[config.mk]
export PLATFORM = sky130hd
export DESIGN_NAME = i2c_xfer_counter
export DESIGN_NICKNAME = d
export VERILOG_FILES = /design/src/rtl/i2c_pkg.sv /design/src/rtl/i2c_down_counter.sv /design/src/rtl/i2c_xfer_counter.sv
export SDC_FILE = /design/constraint.sdc
export NUM_CORES = 1
export LEC_CHECK = 0
export ABC_AREA = 1
export BUFFER_PORTS_ARGS = -buffer_cell sky130_fd_sc_hd__buf_2
export CORE_ASPECT_RATIO = 1.25
export CORE_MARGIN = 2
export CORE_UTILIZATION = 52
export DETAILED_ROUTE_END_ITERATION = 16
export MAX_ROUTING_LAYER = met4
export PLACE_DENSITY = 0.79
export SYNTH_ARGS = -nofsm -noshare
export SYNTH_HDL_FRONTEND = slang
export SYNTH_SLANG_ARGS = --single-unit
[constraint.sdc]
create_clock -name clk -period 2.05 [get_ports clk]
set_clock_uncertainty 0.15 [all_clocks]
set_input_delay 0.3075 -clock clk [delete_from_list [all_inputs] [get_ports clk]]
set_output_delay 0.3075 -clock clk [all_outputs]
set_load 0.02 [all_outputs]
[src/rtl/i2c_pkg.sv]
// Shared I2C datapath definitions: FSM state encoding and ACK-slot levels.
package i2c_pkg;

   typedef enum logic [1:0] {
      ST_IDLE = 2'd0,
      ST_DATA = 2'd1,
      ST_ACK  = 2'd2,
      ST_DONE = 2'd3
   } state_e;

   localparam logic I2C_ACK  = 1'b0;
   localparam logic I2C_NACK = 1'b1;

endpackage

[src/rtl/i2c_down_counter.sv]
// Loadable saturating down counter with a registered zero flag.
module i2c_down_counter #(
   parameter int unsigned   W       = 4,
   parameter logic [W-1:0]  RST_VAL = '0
) (
   input  logic         clk,
   input  logic         rst_n,
   input  logic         load,
   input  logic [W-1:0] load_val,
   input  logic         dec,
   output logic [W-1:0] cnt,
   output logic         is_zero
);

   logic [W-1:0] cnt_q, cnt_d;
   logic         is_zero_q, is_zero_d;

   // Load has priority; a decrement at zero holds rather than wrapping.
   always_comb begin
      cnt_d = cnt_q;
      if (load) begin
         cnt_d = load_val;
      end else if (dec && (cnt_q != '0)) begin
         cnt_d = cnt_q - W'(1);
      end
      is_zero_d = (cnt_d == '0);
   end

   // Counter and zero-flag registers.
   always_ff @(posedge clk or negedge rst_n) begin
      if (!rst_n) begin
         cnt_q     <= RST_VAL;
         is_zero_q <= (RST_VAL == '0);
      end else begin
         cnt_q     <= cnt_d;
         is_zero_q <= is_zero_d;
      end
   end

   assign cnt     = cnt_q;
   assign is_zero = is_zero_q;

endmodule

[src/rtl/i2c_xfer_counter.sv]
// I2C master bit/byte sequencer: data bit index, ACK slot, bytes remaining.
module i2c_xfer_counter
   import i2c_pkg::*;
#(
   parameter int unsigned DATA_BITS    = 8,
   parameter int unsigned LEN_W        = 4,
   parameter int unsigned STOP_ON_NACK = 1,
   localparam int unsigned IDX_W       = $clog2(DATA_BITS)
) (
   input  logic             clk,
   input  logic             rst_n,
   input  logic             load,
   input  logic [LEN_W-1:0] len,
   input  logic             bit_tick,
   input  logic             ack_in,
   input  logic             abort,
   output logic             busy,
   output logic [IDX_W-1:0] bit_idx,
   output logic             ack_phase,
   output logic [LEN_W-1:0] bytes_left,
   output logic             byte_done,
   output logic             xfer_done,
   output logic             nack
);

   localparam logic [IDX_W-1:0] IDX_MAX = IDX_W'(DATA_BITS - 1);

   state_e state_q, state_d;
   logic   busy_q, busy_d;
   logic   ack_phase_q, ack_phase_d;
   logic   byte_done_q, byte_done_d;
   logic   xfer_done_q, xfer_done_d;
   logic   nack_q, nack_d;

   logic   bit_load, bit_dec, bit_zero;
   logic   byte_load, byte_dec, bytes_zero;
   logic   last_byte, nack_seen;

   i2c_down_counter #(
      .W       (IDX_W),
      .RST_VAL (IDX_MAX)
   ) u_bit_cnt (
      .clk      (clk),
      .rst_n    (rst_n),
      .load     (bit_load),
      .load_val (IDX_MAX),
      .dec      (bit_dec),
      .cnt      (bit_idx),
      .is_zero  (bit_zero)
   );

   i2c_down_counter #(
      .W       (LEN_W),
      .RST_VAL ('0)
   ) u_byte_cnt (
      .clk      (clk),
      .rst_n    (rst_n),
      .load     (byte_load),
      .load_val (len),
      .dec      (byte_dec),
      .cnt      (bytes_left),
      .is_zero  (bytes_zero)
   );

   // An empty byte count in ACK cannot occur normally; treat it as last to stay safe.
   assign last_byte = (bytes_left == LEN_W'(1)) || bytes_zero;
   assign nack_seen = (ack_in == I2C_NACK);

   // Next-state, counter controls and registered-output next values.
   always_comb begin
      state_d     = state_q;
      bit_load    = 1'b0;
      bit_dec     = 1'b0;
      byte_load   = 1'b0;
      byte_dec    = 1'b0;
      byte_done_d = 1'b0;
      nack_d      = nack_q;

      unique case (state_q)
         ST_IDLE: begin
            if (load) begin
               nack_d = 1'b0;
               if (len != '0) begin
                  state_d   = ST_DATA;
                  bit_load  = 1'b1;
                  byte_load = 1'b1;
               end else begin
                  state_d = ST_DONE;
               end
            end
         end
         ST_DATA: begin
            if (abort) begin
               state_d  = ST_IDLE;
               bit_load = 1'b1;
            end else if (bit_tick) begin
               if (bit_zero) begin
                  state_d = ST_ACK;
               end else begin
                  bit_dec = 1'b1;
               end
            end
         end
         ST_ACK: begin
            if (abort) begin
               state_d  = ST_IDLE;
               bit_load = 1'b1;
            end else if (bit_tick) begin
               byte_done_d = 1'b1;
               byte_dec    = 1'b1;
               if (nack_seen) begin
                  nack_d = 1'b1;
               end
               if ((nack_seen && (STOP_ON_NACK != 0)) || last_byte) begin
                  state_d = ST_DONE;
               end else begin
                  state_d  = ST_DATA;
                  bit_load = 1'b1;
               end
            end
         end
         ST_DONE: begin
            state_d = ST_IDLE;
            if (abort) begin
               bit_load = 1'b1;
            end
         end
         default: begin
            state_d = ST_IDLE;
         end
      endcase

      busy_d      = (state_d == ST_DATA) || (state_d == ST_ACK);
      ack_phase_d = (state_d == ST_ACK);
      xfer_done_d = (state_d == ST_DONE);
   end

   // State and status registers.
   always_ff @(posedge clk or negedge rst_n) begin
      if (!rst_n) begin
         state_q     <= ST_IDLE;
         busy_q      <= 1'b0;
         ack_phase_q <= 1'b0;
         byte_done_q <= 1'b0;
         xfer_done_q <= 1'b0;
         nack_q      <= 1'b0;
      end else begin
         state_q     <= state_d;
         busy_q      <= busy_d;
         ack_phase_q <= ack_phase_d;
         byte_done_q <= byte_done_d;
         xfer_done_q <= xfer_done_d;
         nack_q      <= nack_d;
      end
   end

   assign busy      = busy_q;
   assign ack_phase = ack_phase_q;
   assign byte_done = byte_done_q;
   assign xfer_done = xfer_done_q;
   assign nack      = nack_q;

endmodule

# Yosys cells after proc, flatten, opt, wreduce, memory -nomap -nowiden
# Index checks and enable logic that the tools add are counted.
op_classes:
  n_addsub: 2
  n_eq_ne: 11
  n_mux: 33
  reduce_logical: 14
ops:
  columns: ["op", "n"]
  rows:
  - ["$mux 1", 18]
  - ["$mux 2", 8]
  - ["$eq 2x2->1 const B", 4]
  - ["$mux 4", 2]
  - ["$ne 2x2->1 const B", 4]
  - ["$pmux 2 s4", 1]
  - ["$reduce_bool 4->1", 2]
  - ["$mux 3", 2]
  - ["$reduce_and 5->1", 1]
  - ["$eq 2x1->1 const B", 2]
  - ["$eq 4x1->1 const B", 1]
  - ["$logic_not 4->1", 1]
  - ["$sub 4x1->4 const B", 1]
  - ["$logic_not 3->1", 1]
  - ["$logic_or 1x1->1", 3]
  - ["$pmux 1 s3", 1]
  - ["$reduce_bool 3->1", 1]
  - ["$sub 3x1->3 const B", 1]
  - ["$logic_and 1x1->1", 2]
  - ["$logic_not 2->1", 1]
  - ["$pmux 1 s2", 1]
  - ["$reduce_bool 2->1", 1]
  - ["$reduce_or 2->1", 1]
word_totals:
  regBits: 16
  in_bits: 10
  out_inout_bits: 12
  wordCells: 70

# Logic depth before layout (Yosys ltp)
logic_depth:
  word_depth: 9
  ltp_mapped: 10
  depth_no_buf: 10

# Modules after synthesis
# Synthesis repeated with hierarchy kept, for this count alone.
hier_totals:
  hier_cells: 138
  area_unflattened_um2: 1022.2
modules_own_cells:
  columns: ["module", "instances", "cells_each", "area_per_inst_um2", "seq_area_each_um2"]
  rows:
  - ["i2c_xfer_counter", 1, 55, 420.4, 175.2]
  - ["i2c_down_counter at u_byte_cnt", 1, 50, 344.1, 126.4]
  - ["i2c_down_counter at u_bit_cnt", 1, 33, 257.7, 103.8]

# Worst setup path after synthesis
# OpenSTA, ideal clock, no wires.
synth_path:
  kind: "reg-to-reg"
  from: "register u_bit_cnt.cnt_q[0] (netlist: u_bit_cnt.cnt[0])"
  to: "register u_bit_cnt.is_zero_q (netlist: u_bit_cnt.is_zero)"
  setup_ns: 0.117
  arrival_time_ns: 1.653
  required_time_ns: 1.783
  slack_ns: 0.130
  path_stages_with_launch: 9
  path_buffers: 0
  period_less_slack_ns: 1.920
  path_cell_list: "dfstp_2 -> inv_1 -> ha_1 -> ha_1 -> nor3_4 -> nand2_2 -> or2_0 -> nand4_2 -> nor2_1"
synth_between:
  elab_chain_len: 5
  word_cells_on_any_way: 6
  classes_between: "1 x add/sub; 2 x mux; 3 x reduce/logical"
synth_lines:
  columns: ["item", "line_no", "source"]
  rows:
  - ["from (decl)", "i2c_down_counter.sv:15", "logic [W-1:0] cnt_q, cnt_d;"]
  - ["from (signal assigned)", "i2c_down_counter.sv:35", "cnt_q <= cnt_d;"]
  - ["branches (longest 2 deep; another with $sub 3x1->3)", null, null]
  - ["$mux 3 *", "i2c_down_counter.sv:23", "end else if (dec && (cnt_q != '0)) begin"]
  - ["$mux 3 *", "i2c_down_counter.sv:21", "if (load) begin"]
  - ["via u_bit_cnt.cnt_d[1]", "i2c_down_counter.sv:15", null]
  - ["$logic_not 3->1 *", "i2c_down_counter.sv:26", "is_zero_d = (cnt_d == '0);"]
  - ["via u_bit_cnt.is_zero_d", "i2c_down_counter.sv:16", "logic is_zero_q, is_zero_d;"]
  - ["to (signal assigned)", "i2c_down_counter.sv:33", "is_zero_q <= (RST_VAL == '0);"]
  - ["to (signal assigned)", "i2c_down_counter.sv:36", "is_zero_q <= is_zero_d;"]
  - ["to (decl)", "i2c_down_counter.sv:16", null]
# Mark *: on every way through the listed nets, which the timed path passes.
# A chain may end at the register's enable or synchronous reset.

# Worst setup path in the final report
# Ends and elaborated chain as after synthesis.

==> flow_summary.json <==
{
  "whs_endpoint": "nack",
  "cts_resized": 0,
  "grt-ovfl-total": 0,
  "hold_path_depth": 3,
  "fin_setup_tns_ns": 0,
  "yosysSeqAreaShare_pct": 41.65,
  "reg2reg_depth": 8,
  "hold_path.class": "in -> reg",
  "setup_viol": 0,
  "avgSynthCellArea_um2": 7.850,
  "fmax_ghz": 0.5204,
  "place.gp.congestion": 0.8437,
  "r2r-start": "u_bit_cnt.cnt[0]",
  "r2r-end": "u_bit_cnt.is_zero",
  "drc": 0,
  "dieArea_um2": 2236,
  "p_sw_share_pct": 39.67,
  "core_um2": 1765,
  "finalHoldViolations": 0,
  "insertion_delay_ns": 0.30,
  "grt_pass1_wl_um": 3298,
  "antenna_found_initial": 0,
  "cap_viol_max_count": 0,
  "cts_sinks": 16,
  "die_h_um": 52.38,
  "fin_area_um2": 1139,
  "cts_setup_buffers": 0,
  "drv_slew": 0,
  "tritoncts": "yes",
  "worst-r2r-setup-slack_ns": 0.13,
  "synth.distinct_cells": 21,
  "outcome": "finished clean",
  "drive_above_1_share_pct": 27.33,
  "drt_wl_total_um": 1920,
  "first_pass_iters": 4,
  "slew-limit-headroom_pct": 75.68,
  "period_needed_ns": 1.921,
  "dp_hpwl_um": 1555,
  "htreeDepth": 1,
  "seq_power_share_pct": 43.9,
  "hp-start": "ack_in",
  "tightestPinTransition_ns": 0.3648,
  "cp.required_ns": 2.09,
  "end_kind": "register",
  "via_count": 841,
  "p_leak_nw": 0.6711,
  "worst-setup-path-type": "reg -> reg",
  "ys_warn_count": 0,
  "ir_drop_mv": 0.5465,
  "pin_count": 22,
  "rows": 17,
  "cp_max_fo": 4,
  "worstPathArrival_ns": 1.96,
  "multi_input_area_um2": 462.9,
  "p_comb_share_pct": 36.7,
  "start_util_pct": 55.14,
  "power.switching_mw": 0.3665,
  "numCtsBuffers": 3,
  "cp-start-kind": "register",
  "dp_slack_ns": 0.09385,
  "utilization_pct": 64.49,
  "fillers": 150,
  "synth_nets": 141,
  "area_growth_pct": 16.97,
  "fin_ws_ns": 0.1285,
  "ant_nets": 0,
  "syn_inst": 124,
  "cts_buffer_depth": 2,
  "rsz0062_at_grt": "false",
  "antennaDiodeCount": 0,
  "grt_max_degree": 17,
  "final_nets": 168,
  "grt_use_total_pct": 20.44,
  "die_x_um": 42.70,
  "fin_crit_sh_pct": 93.73,
  "holdWs_ns": 0.1098,
  "postPlaceCellArea_um2": 1102,
  "io_buffers": 21,
  "root_buffer": "clkbuf_4",
  "avgViaCountPerCell": 4.976,
  "drt_iter0_drc": 8,
  "wl_per_cell_um": 11.36,
  "path_clk_slew_ns": 0.10,
  "internal_power_mw": 0.5574,
  "grt_pass1_vias": 839,
  "synth-seq-cells": 16,
  "clockPowerShare_pct": 19.4,
  "register_area_um2": 405.4,
  "powerDensity_nw_per_um2": 811.4,
  "synth_area_um2": 973.4
}
## through the flow
stage / std cells / power (mW)
detailed placement: 164 / 0.7518
floorplan: 124 / 0.6470
global placement: 164 / 0.7374
finish: 169 / 0.9238
global route: 169 / 0.9946
CTS: 169 / 0.9341
## state kept, by name, indices dropped and copies added, names as in the netlist
register / cells
u_bit_cnt.is_zero: 1
u_byte_cnt.cnt: 4
byte_done: 1
u_byte_cnt.is_zero: 1
ack_phase: 1
xfer_done: 1
state_q: 2
busy: 1
u_bit_cnt.cnt: 3
nack: 1
## routing by layer
layer / GRT usage [%] / part of all wire (%) / up-vias
li1: - / - / 436
met1: 21.41 / 41 / 381
met2: 36.87 / 54 / 20
met3: 2.069 / 3.3 / 4
met4: 11.98 / 2.2 / 0
met5: - / 0 / -
## cell usage after synthesis, drive strengths merged
cell type,instances,area share [%]
nand3b,2,1.5
ha,7,9.0
nor2,7,4.0
inv,27,10
clkinv,1,0.39
or2,2,1.3
dfrtp,12,31
nand2,40,18
dfstp,4,11
nand4,4,3.2
o221ai,1,0.90
nor3,1,1.7
nand3,13,6.7
a21oi,3,1.5
## cells in the final DEF (no fill, tap or decap)
cell           instances
or2_0                  1
dfstp_2                4
dlygate4sd3_1          1
o221ai_1               1
a21oi_1                3
nand4_2                1
nor2_2                 2
nor2_1                 4
inv_1                 25
nor3_4                 1
clkinv_1               1
nand3b_1               2
clkbuf_1               1
nor2_4                 1
nand3_1               13
nand2_2                3
or2_2                  1
ha_1                   7
dfrtp_1               12
buf_2                 21
inv_2                  2
clkbuf_4               3
nand2_4                2
nand2_1               35
nand4_1                3
## how the worst max path moves through the flow
stage	startpoint	end	slack, ns	depth (start not counted)
6_report	u_bit_cnt.cnt[0]	u_bit_cnt.is_zero	0.13	8
3_5_place_dp	u_bit_cnt.cnt[0]	u_bit_cnt.is_zero	0.09	8
4_1_cts	u_bit_cnt.cnt[0]	u_bit_cnt.is_zero	0.06	8
3_3_place_gp	u_bit_cnt.cnt[0]	u_bit_cnt.is_zero	0.19	8
2_1_floorplan	u_bit_cnt.cnt[0]	u_bit_cnt.is_zero	0.13	8
5_1_grt	u_bit_cnt.cnt[0]	u_bit_cnt.is_zero	0.05	8
## power groups by stage
stage / Clock (mW) / Combinational [mW] / Sequential [mW]
6_report: 0.179 / 0.339 / 0.406
5_1_grt: 0.196 / 0.387 / 0.411
2_1_floorplan: 0 / 0.190 / 0.457
3_3_place_gp: 0 / 0.328 / 0.409
3_5_place_dp: 0 / 0.340 / 0.412
4_1_cts: 0.187 / 0.342 / 0.406
## cells by family (layout without fill, tap and decap cells)
family	count (synthesis)	count (layout)	share of synthesized area (%)
buffers and inverters	28	54	10.80
and+or+nand+nor	69	69	36.12
adders and majority gates	7	7	8.997
DFF	16	16	41.65
AOI/OAI and AO/OA	4	4	2.442
## what timing repair did
action | in CTS | in global routing
hold buffers | 1 | 0
hold endpoints to repair | 12 | 0
setup endpoints to repair | 0 | 1
## worst max-delay path: stages, from the launching register on
cell	delay, ns
dfstp_2	0.56
inv_1	0.06
ha_1	0.19
ha_1	0.21
nor3_4	0.17
nand2_2	0.10
or2_0	0.23
nand4_2	0.10
nor2_1	0.05
## cell type report
type / instances / share of cell area (%)
well taps: 19 / 2.088
repair buffers: 22 / 10.11
multi-input cells: 80 / 40.66
inverters: 28 / 9.231
clock buffers: 4 / 2.308
flip-flops and latches: 16 / 35.60
(Power assumes the default switching activity.)
